**config.mk**
```make
export PLATFORM = sky130hd
export DESIGN_NAME = fifo_ctrl_param_flat
export DESIGN_NICKNAME = d
export VERILOG_FILES = /design/src/rtl/fifo_ctrl_param_if.sv /design/src/rtl/fifo_ctrl_param.sv /design/src/flat_wrapper.sv
export SDC_FILE = /design/constraint.sdc
export NUM_CORES = 1
export LEC_CHECK = 0
export CAP_MARGIN = 30
export CORE_AREA = 5 5 107 109
export DETAILED_ROUTE_END_ITERATION = 10
export DIE_AREA = 0 0 112 114
export PLACE_DENSITY = 0.53
export SYNTH_ARGS = -nofsm -noshare
export SYNTH_HDL_FRONTEND = slang
export SYNTH_SLANG_ARGS = --single-unit
```
**constraint.sdc**
```tcl
create_clock -name clk -period 4 [get_ports clk]
set_input_delay 0.8 -clock clk [delete_from_list [all_inputs] [get_ports clk]]
set_output_delay 0.8 -clock clk [all_outputs]
set_load 0.05 [all_outputs]
```
**src/rtl/fifo_ctrl_param_if.sv**
```systemverilog
// Handshake and status bundle between a FIFO and the stages around it.
// The slave side is the FIFO itself; the master side is the producer/consumer.
interface fifo_ctrl_param_if #(
  parameter int DATA_WIDTH = 16,
  parameter int DEPTH_LOG2 = 2
);
  logic                  push;
  logic                  pop;
  logic                  flush;
  logic                  err_clr;
  logic [DATA_WIDTH-1:0] data_in;
  logic [DATA_WIDTH-1:0] data_out;
  logic                  data_valid;
  logic                  fifo_full;
  logic                  fifo_empty;
  logic                  almost_full;
  logic                  almost_empty;
  logic [DEPTH_LOG2:0]   count;
  logic                  overflow;
  logic                  underflow;

  modport slave (
    input  push, pop, flush, err_clr, data_in,
    output data_out, data_valid, fifo_full, fifo_empty,
           almost_full, almost_empty, count, overflow, underflow
  );

  modport master (
    output push, pop, flush, err_clr, data_in,
    input  data_out, data_valid, fifo_full, fifo_empty,
           almost_full, almost_empty, count, overflow, underflow
  );
endinterface

```
**src/rtl/fifo_ctrl_param.sv**
```systemverilog
// Parametrised synchronous FIFO with occupancy count, almost-full/empty
// thresholds, synchronous flush and sticky overflow/underflow flags.
module fifo_ctrl_param #(
  parameter int DATA_WIDTH = 16,
  parameter int DEPTH_LOG2 = 2,
  parameter int AF_THRESH  = (1 << DEPTH_LOG2) - 1,
  parameter int AE_THRESH  = 1
) (
  input  logic clk,
  input  logic rst,
  fifo_ctrl_param_if.slave bus
);

  localparam int DEPTH = 1 << DEPTH_LOG2;
  localparam logic [DEPTH_LOG2:0] C_DEPTH = DEPTH[DEPTH_LOG2:0];
  localparam logic [DEPTH_LOG2:0] C_AF    = AF_THRESH[DEPTH_LOG2:0];
  localparam logic [DEPTH_LOG2:0] C_AE    = AE_THRESH[DEPTH_LOG2:0];

  logic [DATA_WIDTH-1:0] r_mem [DEPTH];
  logic [DEPTH_LOG2:0]   r_wr_ptr;
  logic [DEPTH_LOG2:0]   r_rd_ptr;
  logic [DEPTH_LOG2:0]   r_count;
  logic [DATA_WIDTH-1:0] r_data_out;
  logic                  r_data_valid;
  logic                  r_overflow;
  logic                  r_underflow;

  logic w_full;
  logic w_empty;
  logic w_push_ok;
  logic w_pop_ok;
  logic w_ovf_event;
  logic w_udf_event;

  // Flags come only from the registered count, so push/pop never reach outputs.
  assign w_full  = (r_count == C_DEPTH);
  assign w_empty = (r_count == '0);

  // Flush swallows push/pop entirely, including their error side effects.
  assign w_push_ok   = bus.push & ~w_full  & ~bus.flush;
  assign w_pop_ok    = bus.pop  & ~w_empty & ~bus.flush;
  assign w_ovf_event = bus.push &  w_full  & ~bus.flush;
  assign w_udf_event = bus.pop  &  w_empty & ~bus.flush;

  // Storage is deliberately unreset so it can map onto RAM.
  always_ff @(posedge clk) begin
    if (w_push_ok) begin
      r_mem[r_wr_ptr[DEPTH_LOG2-1:0]] <= bus.data_in;
    end
  end

  always_ff @(posedge clk or negedge rst) begin
    if (!rst) begin
      r_wr_ptr <= '0;
      r_rd_ptr <= '0;
      r_count  <= '0;
    end else if (bus.flush) begin
      r_wr_ptr <= '0;
      r_rd_ptr <= '0;
      r_count  <= '0;
    end else begin
      if (w_push_ok) begin
        r_wr_ptr <= r_wr_ptr + 1'b1;
      end
      if (w_pop_ok) begin
        r_rd_ptr <= r_rd_ptr + 1'b1;
      end
      case ({w_push_ok, w_pop_ok})
        2'b10:   r_count <= r_count + 1'b1;
        2'b01:   r_count <= r_count - 1'b1;
        default: r_count <= r_count;
      endcase
    end
  end

  // Read port: data_out only moves on an accepted pop and otherwise holds.
  always_ff @(posedge clk or negedge rst) begin
    if (!rst) begin
      r_data_out   <= '0;
      r_data_valid <= 1'b0;
    end else begin
      r_data_valid <= w_pop_ok;
      if (w_pop_ok) begin
        r_data_out <= r_mem[r_rd_ptr[DEPTH_LOG2-1:0]];
      end
    end
  end

  // Sticky errors; a fresh event in the clear cycle wins over err_clr.
  always_ff @(posedge clk or negedge rst) begin
    if (!rst) begin
      r_overflow  <= 1'b0;
      r_underflow <= 1'b0;
    end else begin
      if (w_ovf_event) begin
        r_overflow <= 1'b1;
      end else if (bus.err_clr) begin
        r_overflow <= 1'b0;
      end
      if (w_udf_event) begin
        r_underflow <= 1'b1;
      end else if (bus.err_clr) begin
        r_underflow <= 1'b0;
      end
    end
  end

  assign bus.data_out     = r_data_out;
  assign bus.data_valid   = r_data_valid;
  assign bus.fifo_full    = w_full;
  assign bus.fifo_empty   = w_empty;
  assign bus.almost_full  = (r_count >= C_AF);
  assign bus.almost_empty = (r_count <= C_AE);
  assign bus.count        = r_count;
  assign bus.overflow     = r_overflow;
  assign bus.underflow    = r_underflow;

endmodule

```
**src/flat_wrapper.sv**
```systemverilog
// flat-port wrapper written by rule: the top's interface ports become plain ports
module fifo_ctrl_param_flat 
#(
  parameter int DATA_WIDTH = 16,
  parameter int DEPTH_LOG2 = 2,
  parameter int AF_THRESH  = (1 << DEPTH_LOG2) - 1,
  parameter int AE_THRESH  = 1
)
  (clk, rst, bus_push, bus_pop, bus_flush, bus_err_clr, bus_data_in, bus_data_out, bus_data_valid, bus_fifo_full, bus_fifo_empty, bus_almost_full, bus_almost_empty, bus_count, bus_overflow, bus_underflow);
  fifo_ctrl_param_if #(.DATA_WIDTH(DATA_WIDTH), .DEPTH_LOG2(DEPTH_LOG2)) bus_i ();
  input  logic clk;
  input  logic rst;
  input wire logic [$bits(bus_i.push)-1:0] bus_push;
  input wire logic [$bits(bus_i.pop)-1:0] bus_pop;
  input wire logic [$bits(bus_i.flush)-1:0] bus_flush;
  input wire logic [$bits(bus_i.err_clr)-1:0] bus_err_clr;
  input wire logic [$bits(bus_i.data_in)-1:0] bus_data_in;
  output wire logic [$bits(bus_i.data_out)-1:0] bus_data_out;
  output wire logic [$bits(bus_i.data_valid)-1:0] bus_data_valid;
  output wire logic [$bits(bus_i.fifo_full)-1:0] bus_fifo_full;
  output wire logic [$bits(bus_i.fifo_empty)-1:0] bus_fifo_empty;
  output wire logic [$bits(bus_i.almost_full)-1:0] bus_almost_full;
  output wire logic [$bits(bus_i.almost_empty)-1:0] bus_almost_empty;
  output wire logic [$bits(bus_i.count)-1:0] bus_count;
  output wire logic [$bits(bus_i.overflow)-1:0] bus_overflow;
  output wire logic [$bits(bus_i.underflow)-1:0] bus_underflow;
  assign bus_i.push = bus_push;
  assign bus_i.pop = bus_pop;
  assign bus_i.flush = bus_flush;
  assign bus_i.err_clr = bus_err_clr;
  assign bus_i.data_in = bus_data_in;
  assign bus_data_out = bus_i.data_out;
  assign bus_data_valid = bus_i.data_valid;
  assign bus_fifo_full = bus_i.fifo_full;
  assign bus_fifo_empty = bus_i.fifo_empty;
  assign bus_almost_full = bus_i.almost_full;
  assign bus_almost_empty = bus_i.almost_empty;
  assign bus_count = bus_i.count;
  assign bus_overflow = bus_i.overflow;
  assign bus_underflow = bus_i.underflow;
  fifo_ctrl_param #(.DATA_WIDTH(DATA_WIDTH), .DEPTH_LOG2(DEPTH_LOG2), .AF_THRESH(AF_THRESH), .AE_THRESH(AE_THRESH)) u_core (.clk(clk), .rst(rst), .bus(bus_i));
endmodule
```
# Word-level counts from Yosys, hierarchy flattened
# Memory sizes are Yosys's and may differ from the RTL's. A register that Yosys moved wholly into a read port is not among the register bits.
# Index checks and enable logic that the tools add are counted.
# word_totals
regBits	12
ram_bits	64
in_bits	22
out_inout_bits	26
elab_cells	45
mem_count	1
# memory_table
memory	words	word_bits	rd	rd_clocked_by_memory_dff	wr	line_no	source
u_core.r_mem	4	16	1	1	1	fifo_ctrl_param.sv:19	logic [DATA_WIDTH-1:0] r_mem [DEPTH];
# op_classes
addsub	4
magnitude_cmp	2
n_eq_ne	3
n_mux	11
n_bitwise	11
reduce_logical	7
# ops
op	n
two-way mux 3 bit	5
adder 3 x 1 -> 3 bit (second input constant)	3
AND 1 bit	8
nonzero test 2 bit	4
one-hot mux 3 bit (2 select lines)	1
two-way mux 1 bit	5
== test 3 bit (second input constant)	1
>= comparator 3 x 2 -> 1 bit (second input constant)	1
less-or-equal comparator 3 x 1 -> 1 bit (second input constant)	1
zero test 3 bit	1
NOT 1 bit	3
nonzero test 3 bit	1
subtractor 3 x 1 -> 3 bit (second input constant)	1
== test 2 x 1 -> 1 bit (second input constant)	1
== test 2 bit (second input constant)	1
zero test 1 bit	1

# Depth between registers and ports, before layout
# Gate-level depths: netlist of run 1.
# logic_depth
depth_word	7
mapped_depth	7
depth_no_buf	7

# Worst setup path before layout of run 1
# Ideal clock, no wire load.
# synth_path
kind	register to output
from	register u_core.r_count[0] (netlist: u_core.bus.count[0])
to	output port bus_almost_full
arrival_time_ps	1980
t_required_ps	3200
slack_ps	1220
path_stages_with_launch	3
path_buffers	0
path_cell_list	dfrtp_1 > inv_1 > o21ai_0
# synth_via
elab_chain_len	1
# synth_lines
element	line_no	source
start: declaration	fifo_ctrl_param.sv:22	logic [DEPTH_LOG2:0] r_count;
start signal: assignment	fifo_ctrl_param.sv:69	2'b10: r_count <= r_count + 1'b1;
start signal: assignment	fifo_ctrl_param.sv:70	2'b01: r_count <= r_count - 1'b1;
start signal: assignment	fifo_ctrl_param.sv:71	default: r_count <= r_count;
>= comparator 3 x 2 -> 1 bit	fifo_ctrl_param.sv:112	assign bus.almost_full = (r_count >= C_AF);
end: declaration	flat_wrapper.sv:22	output wire logic [$bits(bus_i.almost_full)-1:0] bus_almost_full;
# No other way between the ends.

# Worst setup path in the final report of run 1
# layout_path
from	register u_core.r_count[0] (netlist: u_core.bus.count[0])
to	output port bus_fifo_empty
# layout_via
elab_chain_len	1
# layout_lines
element	line_no	source
zero test 3 bit	fifo_ctrl_param.sv:37	assign w_empty = (r_count == '0);
end: declaration	flat_wrapper.sv:21	output wire logic [$bits(bus_i.fifo_empty)-1:0] bus_fifo_empty;
# No other way between the ends.

==> results of run 1 <==
## power groups by stage
stage | logic (uW) | registers [uW] | clock network, uW
4_1_cts | 1360 | 1270 | 592
5_1_grt | 1420 | 1290 | 628
2_1_floorplan | 590 | 1610 | 0
3_3_place_gp | 1300 | 1310 | 0
6_report | 1340 | 1270 | 572
3_5_place_dp | 1360 | 1290 | 0
## per-layer routing
layer / wire length, um / GRT usage (%) / vias to the layer above
met1: 2826 / 13.17 / 890
met3: 277 / 2.228 / 6
met5: 0 / 0 / -
met4: 82 / 5.529 / 0
li1: - / - / 835
met2: 3182 / 17.83 / 48
## per-stage QoR
step	hold slack [ps]	power [uW]	instance area, um2
final	507.6	3176	4392
after floorplan	504.4	2196	3548
after global routing	530.6	3340	4392
after global placement	489.7	2611	4179
after detailed placement	493.9	2645	4207
after CTS	514.5	3221	4392
## cell type report
cell class	count	area, um2
fillers	955	6116
clock buffers	10	137.6
well taps	140	175.2
clock inverters	6	47.55
flip-flops and latches	90	2572
repair buffers	50	513.0
multi-input cells	84	908.4
inverters	10	37.54
## worst max-delay path, stage by stage, from the launching register on
cell and delay (ps):
dfrtp_1 440, inv_1 160, ha_1 230, nand2b_1 140, inv_1 190, clkdlybuf4s50_1 840
## state kept, by name, indices dropped and copies added, names as in the netlist
register / count
u_core.bus.data_valid: 1
u_core.r_rd_ptr: 2
u_core.r_mem: 64
u_core.bus.count: 3
u_core.bus.underflow: 1
u_core.bus.data_out: 16
u_core.r_wr_ptr: 2
u_core.bus.overflow: 1
## logic make-up after synthesis
group,count (synthesis),share of synthesized area [%]
AOI/OAI and AO/OA,9,1.657
xor gates and xnor gates,5,1.234
adders and majority gates,9,3.174
buffers and inverters,16,1.904
DFF,90,72.50
muxes,33,15.51
and+or+nand+nor,28,4.020
## cells in the final DEF (no fill, tap or decap), types with 2 or more instances in the layout
cell type and n:
nand2b_1 2, nand3_1 3, mux4_2 16, ha_1 9
inv_6 2, xnor2_1 2, dfrtp_1 26, o22ai_1 2
clkbuf_8 10, a21oi_1 2, and2_1 4, nor2_1 8
nand2_1 6, clkdlybuf4s50_1 47, clkinvlp_4 2, inv_1 10
edfxtp_1 64, mux2_2 16, xor2_1 3, buf_4 2
o21ai_0 2
## final timing paths
path / start / to / slack, ps / cells after the start
setup / recovery: u_core.bus.count[0] / bus_fifo_empty / 850 / 5
hold / removal: u_core.bus.data_out[10] / u_core.bus.data_out[10] / 510 / 1
setup reg to reg: u_core.bus.count[0] / u_core.r_mem[3][8] / 1690 / 6
hold reg to reg: u_core.bus.data_out[10] / u_core.bus.data_out[10] / 510 / 1
max in group asynchronous: rst / u_core.bus.data_out[10] / 2900 / 2
min in group asynchronous: rst / u_core.bus.data_out[7] / 830 / 2
==> qor.yml, run 1 <==
outcome:
  status: "finished, final reports clean"
clock_tree:
  post_cts_buffers: 0
  cts_resized: 0
  cts_root_buf: "clkbuf_8"
  cts_tree: "yes"
  htree_levels: 3
  hold_buffers: 0
  cts.sinks: 90
  clock_latency_ps: 350
  cts.clk_slew.worst_paths_ps: 90
  clock_path_buffers: 2
  cts_made_buffers: 9
sta:
  min_period_over_period_pct: 78.69
  worst_pin_slew_ps: 853.8
  finalWorstSetupSlack_ps: 852.2
  layout_min_cycle_time_ps: 3148
  fmax_ghz: 0.3177
  hold_viol: 0
  fin_skew_ps: 14.35
  finalMaxSlewViolations: 0
  finalSetupViolations: 0
  fin_tns_setup_ps: 0
  rsz0062_at_grt: "false"
  maxSlewHeadroom_pct: 43.08
yosys:
  yosys.cell_count.top_type: "edfxtp_1"
  synth.top_cells.by_count: "64 x edfxtp_1, 26 x dfrtp_1, 16 x mux2_2, 16 x mux4_2, 10 x inv_1"
  synth_edf_count: 64
  synthFlopType: "edfxtp_1"
  ys_warn_count: 0
  synth_async_sr_flop_share_pct: 28.89
  yosysUniqueCellTypes: 29
  synth_area_leaders: "edfxtp_1 54%, dfrtp_1 18%, mux4_2 10%"
  syn_avg_cell_area_um2: 18.68
  synth_top_area_cell: "edfxtp_1"
  synthesis.nets: 221
  synth_top_cell_area_share_pct: 54.16
  synthCells: 190
  synth_area_um2: 3548
  ys_seq_elements: 90
  yosysSeqAreaShare_pct: 72.50
worst_setup_path:
  cp-end-kind: "output pin"
  setup.worst_path.start_class: "flip-flop"
  cp_data_arrival_time_ps: 2350
  worst-setup-path-type: "reg2out"
  path_max_fanout: 5
  cp.required_ps: 3200
placed_design:
  place_ws_ps: 1090
  io_buffers: 47
  gp_congestion: 0.7612
  dp.cells: 374
  dp_hpwl_um: 4281
global_routing:
  grt_pass1_vias: 1933
  antenna_found_initial: 0
  grt_max_degree: 27
  grt_pass1_wl_um: 10310
  grt.overflow.total: 0
  gr-usage-all-layers_pct: 10.68
final_layout:
  fin_nets: 276
  drive_gt1_share_pct: 21.20
  diodes: 0
  stdcell_count: 390
  final_util_pct: 41.80
  area_growth_pct: 23.77
power_and_ir_drop:
  p_leak_uw: 0.001544
  pwr-share-comb_pct: 42.1
  power.internal_uw: 1953
  p_per_area_nw_per_um2: 723.1
  clock_power_share_pct: 18.0
  swShare_pct: 38.51
  vdd_drop_max_v: 0.0004860
  power_frac_seq_pct: 39.9
  power.switching_uw: 1223
route:
  via_per_inst: 4.562
  vias: 1779
  dr.pass1.iters: 4
  drtAntennaViolNets: 0
  wirelength_um: 6368
  first_iter_violations: 61
  drc: 0
  wl_per_cell_um: 16.33
run:
  maxCapViolations: 0
floorplan:
  die-area_um2: 12770
  die_y_um: 114
  die_w_um: 112
  start_util_pct: 33.77
  core-area_um2: 10510
  rows: 38
  io_pins: 48
worst_hold_path:
  hold_class: "reg2reg"
(Power assumes the default switching activity.)
==> run 2: changes to the inputs <==
PLACE_DENSITY = 0.55   (was 0.53)
clock period = 2.8 ns   (was 4 ns; I/O delays follow)
==> run 2 against run 1 <==
Die area unchanged; cell area up 0.48%; utilization rose by 0.20 points; non-clock buffer count up 8; setup slack got worse by 630 ps; first-iteration DRC count grew 110%; sequential share of layout area is 0.28 points lower; combinational power rose by 43%; register-to-register slack worse by 900 ps; largest power group unchanged.
==> qor.yml, run 2 (same netlist as run 1, synthesis figures left out) <==
final_layout:
  drive_gt1_share_pct: 22.87  # +1.7 points
  fin_nets: 284  # +2.9%
  area_growth_pct: 24.37
  seq_area_um2: 2572  # unchanged
  layout_common_cells: "64 x edfxtp_1, 45 x clkdlybuf4s50_1, 26 x dfrtp_1"
  num-fill-cells: 943  # -1.3%
  largest_register_ffs: 64  # unchanged
  multiInputGateArea_um2: 908.4  # unchanged
  mostFrequentLayoutCell: "edfxtp_1"
  diodes: 0  # unchanged
worst_setup_path:
  crit_path_top_delay_cell: "clkdlybuf4s50_1"
  worst-setup-path-type: "reg2out"
  rrSetupSlack_ps: 790  # -900 ps
  crit_chain: "inv_1 > ha_1 > nor2_1 > o21ai_0 > clkdlybuf4s50_1"
  rr_endpoint: "u_core.bus.count[2]"
  max_stage_delay_ps: 830  # about the same
  ff2ff_path_depth: 6  # unchanged
  path_max_fanout: 8  # +3
  cp.required_ps: 2240  # -960 ps
  cp_data_arrival_time_ps: 2020  # -330 ps
  cp_num_buf_inv: 2  # -1
  reg2reg_from: "u_core.bus.count[0]"
  crit_family: "buffers and inverters"
  setup.worst_path.start_class: "flip-flop"
  cp-end-kind: "output pin"
worst_hold_path:
  hold_end: "u_core.bus.data_out[0]"
  hold_class: "reg2reg"
  worst_hold_path.num_cells: 1  # unchanged
  min_from: "u_core.bus.data_out[0]"
clock_tree:
  cts.clk_slew.worst_paths_ps: 80  # about the same
  clock_latency_ps: 340  # about the same
  cts_made_buffers: 9  # unchanged
  hold_buffers: 0  # unchanged
  cts_tree: "yes"
  htree_levels: 3  # unchanged
  clock_path_buffers: 2  # unchanged
  cts_root_buf: "clkbuf_8"
  cts.sinks: 90  # unchanged
global_routing:
  antenna_found_initial: 0  # unchanged
  grt_pass1_vias: 2000  # +3.5%
  grt.busiest_layer: "met2"
  grt_use_met1_pct: 12.55  # -0.62 points
  grt_max_degree: 27  # unchanged
  met2_usage_pct: 18.71  # +0.88 points
  grt.overflow.total: 0  # unchanged
  gr-usage-all-layers_pct: 10.77  # +0.092 points
  met3_usage_pct: 3.077  # +0.85 points
  grt_pass1_wl_um: 10290  # -0.20%
floorplan:
  start_util_pct: 33.77  # unchanged
  die-area_um2: 12770  # unchanged
  die_w_um: 112  # unchanged
  die_y_um: 114  # unchanged
  rows: 38  # unchanged
  io_pins: 48  # unchanged
  core-area_um2: 10510  # unchanged
sta:
  worst_pin_slew_ps: 812.2  # -41.54 ps
  hold_viol: 0  # unchanged
  rsz0062_at_grt: "false"
  hold_slack_ps: 508.3  # +0.6940 ps
  layout_min_cycle_time_ps: 2579
  fin_skew_ps: 13.60  # -0.7518 ps
  finalMaxSlewViolations: 0  # unchanged
  finalSetupViolations: 0  # unchanged
  finalWorstSetupSlack_ps: 221.0  # -631.3 ps
  fmax_ghz: 0.3877
  fin_tns_setup_ps: 0  # unchanged
  maxSlewHeadroom_pct: 45.85  # +2.8 points
  min_period_over_period_pct: 92.11
placed_design:
  place_ws_ps: 404.2  # -685.3 ps
  gp_congestion: 0.7547  # -0.85%
  dp_hpwl_um: 4269  # -0.29%
  io_buffers: 47  # unchanged
route:
  via_per_inst: 4.495  # -1.5%
  wl_per_cell_um: 16.00  # -2.0%
  wirelength_um: 6367  # about the same
  dr.pass1.iters: 4  # unchanged
  drtAntennaViolNets: 0  # unchanged
  drc: 0  # unchanged
  first_iter_violations: 130  # +110%
  vias: 1789  # +0.56%
run:
  maxCapViolations: 0  # unchanged
outcome:
  status: "finished, final reports clean"
power_and_ir_drop:
  power.total_uw: 4442  # +40%
  p_per_area_nw_per_um2: 1007  # +39%
  vdd_drop_max_v: 0.0005969  # +23%
  p_leak_uw: 0.001593  # +3.2%
run 2: routing by layer:
metal	vias to the layer above	part of all wire, %	wire (um)
met3	9	3.9	250
met5	-	0	0
li1	843	-	-
met4	0	1.6	105
met2	35	52	3324
met1	902	42	2686
run 2: worst register-to-register path, delay by kind of cell (launching register included):
kind,cells,cell delay [ps]
flops,1,420
buf+inv,1,160
fa+ha+maj,1,240
compound gates,2,500
simple gates,2,620
run 2: worst max path at each step:
stage                  endpoint                start  cells past startpoint  slack (ps)
4_1_cts           bus_fifo_full  u_core.bus.count[0]                      5          10
3_5_place_dp      bus_fifo_full  u_core.bus.count[0]                      5         400
6_report        bus_almost_full  u_core.bus.count[2]                      5         220
3_3_place_gp      bus_fifo_full  u_core.bus.count[1]                      5         380
5_1_grt        bus_almost_empty  u_core.bus.count[1]                      5         100
2_1_floorplan   bus_almost_full  u_core.bus.count[0]                      2         260
run 2: cell type report:
type	count	area share [%]
clock buffers	13	3.374
clock inverters	3	0.3969
inverters	10	0.8506
multi-input cells	84	20.58
flip-flops and latches	90	58.29
well taps	140	3.969
repair buffers	58	12.53
run 2: timing repair:
action | 4_1_cts | 5_1_grt
buffers inserted | 0 | 0
setup endpoints to repair | 0 | 1
gates resized for setup | 0 | 1
run 2: where the power goes:
part | internal [uW] | switching [uW] | total, uW
logic | 760 | 1150 | 1910
registers | 1650 | 130 | 1780
clock network | 345 | 410 | 755
total | 2750 | 1690 | 4440
run 2: stage by stage:
| stage | util [%] | instances | instance area (um2) |
|---|---|---|---|
| floorplan | - | 190 | 3548 |
| global placement | 40.39 | 382 | 4244 |
| detailed placement | 40.39 | 382 | 4244 |
| CTS | 41.97 | 398 | 4410 |
| global route | 42.00 | 398 | 4413 |
| finish | 42.00 | 398 | 4413 |
